$ cat config.mk
export PLATFORM = sky130hd
export DESIGN_NAME = sumador_serial
export DESIGN_NICKNAME = d
export VERILOG_FILES = /design/src/rtl/sumador_serial.sv
export SDC_FILE = /design/constraint.sdc
export NUM_CORES = 1
export LEC_CHECK = 0
export CAP_MARGIN = 15
export CORE_MARGIN = 5
export CORE_UTILIZATION = 30
export CTS_BUF_LIST = sky130_fd_sc_hd__clkbuf_4 sky130_fd_sc_hd__clkbuf_8 sky130_fd_sc_hd__clkbuf_16
export DETAILED_ROUTE_END_ITERATION = 7
export PLACE_DENSITY = 0.48
export SLEW_MARGIN = 20
export SYNTH_ARGS = -nofsm -noshare
export SYNTH_HDL_FRONTEND = slang
export SYNTH_SLANG_ARGS = --single-unit
$ cat constraint.sdc
create_clock -name clk_i -period 2.7 [get_ports clk_i]
set_input_delay 0.405 -clock clk_i [delete_from_list [all_inputs] [get_ports clk_i]]
set_output_delay 0.405 -clock clk_i [all_outputs]
set_load 0.05 [all_outputs]
$ cat src/rtl/sumador_serial.sv
// Bit-serial N-bit adder: one sum bit per clock, LSB first, through a single
// full adder with a registered carry. Three-state control (IDLE/RUN/DONE)
// with back-to-back restart from DONE.
module sumador_serial #(
  parameter int unsigned N = 4
) (
  input  logic         clk_i,
  input  logic         rst_i,
  input  logic         start_i,
  input  logic [N-1:0] a_i,
  input  logic [N-1:0] b_i,
  input  logic         carry_i,
  output logic [N-1:0] suma_o,
  output logic         carry_o,
  output logic         busy_o,
  output logic         done_o
);

  // Counter must be able to hold N itself without wrapping.
  localparam int unsigned CW = $clog2(N + 1);

  localparam logic [1:0] IDLE = 2'd0;
  localparam logic [1:0] RUN  = 2'd1;
  localparam logic [1:0] DONE = 2'd2;

  logic [1:0]    r_state;
  logic [N-1:0]  r_a;
  logic [N-1:0]  r_b;
  logic [N-1:0]  r_sum;
  logic          r_carry;
  logic [CW-1:0] r_cnt;

  logic          w_bit;
  logic          w_cout;
  logic          w_last;
  logic [N-1:0]  w_sum_next;

  // Full adder on the operand LSBs plus the shifted-in result word.
  always_comb begin
    w_bit      = r_a[0] ^ r_b[0] ^ r_carry;
    w_cout     = (r_a[0] & r_b[0]) | (r_a[0] & r_carry) | (r_b[0] & r_carry);
    w_sum_next = {w_bit, r_sum[N-1:1]};
    w_last     = (r_cnt == CW'(N - 1));
  end

  // Control and datapath; outputs are only updated on entry to DONE.
  always_ff @(posedge clk_i) begin
    if (rst_i) begin
      r_state <= IDLE;
      r_a     <= '0;
      r_b     <= '0;
      r_sum   <= '0;
      r_carry <= 1'b0;
      r_cnt   <= '0;
      suma_o  <= '0;
      carry_o <= 1'b0;
    end else begin
      case (r_state)
        IDLE, DONE: begin
          if (start_i) begin
            r_a     <= a_i;
            r_b     <= b_i;
            r_carry <= carry_i;
            r_sum   <= '0;
            r_cnt   <= '0;
            r_state <= RUN;
          end else begin
            r_state <= IDLE;
          end
        end
        RUN: begin
          r_a     <= r_a >> 1;
          r_b     <= r_b >> 1;
          r_sum   <= w_sum_next;
          r_carry <= w_cout;
          r_cnt   <= r_cnt + CW'(1);
          if (w_last) begin
            r_state <= DONE;
            suma_o  <= w_sum_next;
            carry_o <= w_cout;
          end
        end
        default: r_state <= IDLE;
      endcase
    end
  end

  assign busy_o = (r_state == RUN);
  assign done_o = (r_state == DONE);

endmodule
==> flow_metrics.py <==
metrics = {
    "yosys": {
        "synth_xor_area_share_pct": 0,
        "yosysSeqAreaShare_pct": 45.83,
        "ys_ff_latch": 22,
        "synth_fa_ha_area_share_pct": 4.688,
        "async_flop_share_pct": 0,
        "yosysWarnings": 0,
        "synthMuxAreaShare_pct": 0,
        "synth-edff-count": 0,
        "synth_compound_area_share_pct": 14.58,
        "synth.distinct_cells": 21,
        "synth_fp_nets": 126,
        "yosys.area_share.simple_pct": 25.39,
        "synthCells": 111,
        "syn_avg_cell_area_um2": 8.657,
        "yosys_most_used_dff": "dfxtp_1",
        "synth_top_family_by_area": "simple AND/OR/NAND/NOR gates",
        "netlist_area_um2": 960.9,
    },
    "grt": {
        "grt_overflow": 0,
        "grt_max_degree": 24,
        "grt_pass1_wl_mm": 3.042,
        "antenna_found_initial": 0,
        "grt_pass1_vias": 682,
        "grt_util_all_layers_pct": 8.969,
    },
    "sta": {
        "setup_ws_ns": 0.4750,
        "rsz0062_at_grt": "no",
        "finalSetupViolCount": 0,
        "tightest_slew_ns": 0.8288,
        "finalSetupTns_ns": 0,
        "max_freq_mhz": 449.4,
        "fin_crit_ns": 2.225,
        "min_period_over_period_pct": 82.41,
        "hold_viol": 0,
        "hold_ws_ns": 0.4619,
        "slew_violations": 0,
        "slew-limit-headroom_pct": 44.57,
        "clock_skew_ns": 0.01118,
    },
    "place": {
        "port_buffers": 18,
        "gp_congestion": 0.6895,
        "dp_cells": 165,
        "hpwl_mm": 1.237,
        "pre_cts_slack_ns": 0.8138,
        "dpl_cell_area_um2": 1120,
    },
    "cells_and_area": {
        "fin_cells": 169,
        "fin_area_um2": 1156,
        "nNetsFinal": 141,
        "fillers": 346,
        "final_cell_mix": "nand2_1, dfxtp_1, clkdlybuf4s50_1, nand3_1, a21oi_1",
        "insertedDiodeCount": 0,
        "drive_above_1_share_pct": 7.200,
        "fin_util_pct": 37.87,
        "area_delta_synth_final_pct": 20.31,
        "final_common_cell": "nand2_1",
    },
    "routing": {
        "wl_per_cell_um": 10.78,
        "wl_mm": 1.821,
        "drtAntennaViolNets": 0,
        "drt_iter0_drc": 38,
        "drc": 0,
        "num_vias": 767,
        "avgViaCountPerCell": 4.538,
        "firstDrtPassIters": 4,
    },
    "power_and_ir_drop": {
        "combinationalPowerShare_pct": 14.3,
        "power_switching_mw": 0.1565,
        "p_total_mw": 0.6190,
        "clkPwrFrac_pct": 28.8,
        "p_leak_nw": 0.4094,
        "sw_frac_of_total_pct": 25.29,
        "power.density_nw_per_um2": 535.4,
        "power.internal_mw": 0.4624,
        "ir_worst_vdd_mv": 0.2362,
        "sequentialPowerShare_pct": 56.9,
    },
    "floorplanning": {
        "die_height_um": 66.60,
        "die_width_um": 66.60,
        "dieArea_um2": 4435,
        "ios": 19,
        "coreArea_um2": 3053,
        "start_util_pct": 31.48,
        "num_rows": 20,
    },
    "clock_network": {
        "htreeDepth": 1,
        "post-cts-setup-buffers": 0,
        "ctsLongestPathBuffers": 2,
        "cts_hold_buffers": 0,
        "insertion_delay_ns": 0.31,
        "tritoncts": "yes",
        "numCtsBuffers": 3,
        "root_buffer": "clkbuf_4",
        "cts_resized": 0,
        "cts.sinks": 22,
        "clk_pin_slew_ns": 0.12,
    },
    "min_path": {
        "whs_path_depth": 2,
        "worstHoldEndpoint": "suma_o[2]",
        "hp-class": "flop to flop",
        "min_from": "suma_o[2]",
    },
    "critical_path": {
        "start_kind": "flop",
        "path_max_fanout": 12,
        "crit_arrival_ns": 1.82,
        "r2r_cells": 3,
        "rrSetupSlack_ns": 1.29,
        "worstSetupEndpointType": "primary output",
        "r2r-end": "r_carry",
        "crit_required_ns": 2.30,
        "critPathKind": "flop to primary output",
        "r2r-start": "r_state[0]",
    },
    "job": {
        "cap_violations": 0,
    },
    "status": {
        "status": "complete, no violations",
    },
}
## metal layers
metal  up-vias  GRT usage [%]  share of wire, %
met1       343          10.66                45
met5         -              0                 0
met4         0          2.284               1.0
li1        405              -                 -
met2        17          13.99                46
met3         2          4.890               7.6
## area by class of cell
type	count	area (um^2)	share of cell area, %
Timing Repair Buffer	19	187.7	16.23
Multi-Input combinational cell	78	429.2	37.12
Inverter	2	7.507	0.6493
Sequential cell	22	440.4	38.10
Tap cell	44	55.05	4.762
Clock buffer	4	36.28	3.139
## cell usage after synthesis, types with 2 or more instances
master    instances  area (um^2)
a311oi_1          6        52.55
nand2b_1          4        25.02
buf_4             3        22.52
nor2_1            9        33.78
buf_6             3        33.78
nand2_1          24        90.09
a21oi_1          13        65.06
nand3_1          13        65.06
ha_1              2        25.02
dfxtp_1          22        440.4
clkbuf_1          2        7.510
## cell families (layout without fill, tap and decap cells)
group           after synthesis  in the layout
buf+inv                      11             25
fa+ha+maj                     3              3
compound gates               21             21
flops                        22             22
simple gates                 54             54
## registers in the layout, indices dropped and copies added, names as in the netlist
signal	cells
r_sum	3
r_carry	1
r_state	2
carry_o	1
r_b	4
r_a	4
suma_o	4
r_cnt	3
## worst max-delay path: stages (launching register included)
cell             delay (ns)
dfxtp_1                0.40
nand2b_1               0.10
inv_2                  0.17
clkdlybuf4s50_1        0.84
## worst max path at each step
stage,end,start,slack (ns)
floorplan,busy_o,r_state[1],1.50
global placement,busy_o,r_state[1],0.84
detailed placement,busy_o,r_state[0],0.81
CTS,busy_o,r_state[0],0.45
global route,busy_o,r_state[0],0.36
finish,busy_o,r_state[0],0.47
## power by group through the flow
stage | registers, mW | clock network, mW | logic (mW)
3_3_place_gp | 0.359 | 0 | 0.0893
4_1_cts | 0.352 | 0.189 | 0.0892
5_1_grt | 0.355 | 0.202 | 0.0995
6_report | 0.352 | 0.178 | 0.0884
2_1_floorplan | 0.357 | 0 | 0.0744
3_5_place_dp | 0.359 | 0 | 0.0890
Power figures use the tool's default switching activity.
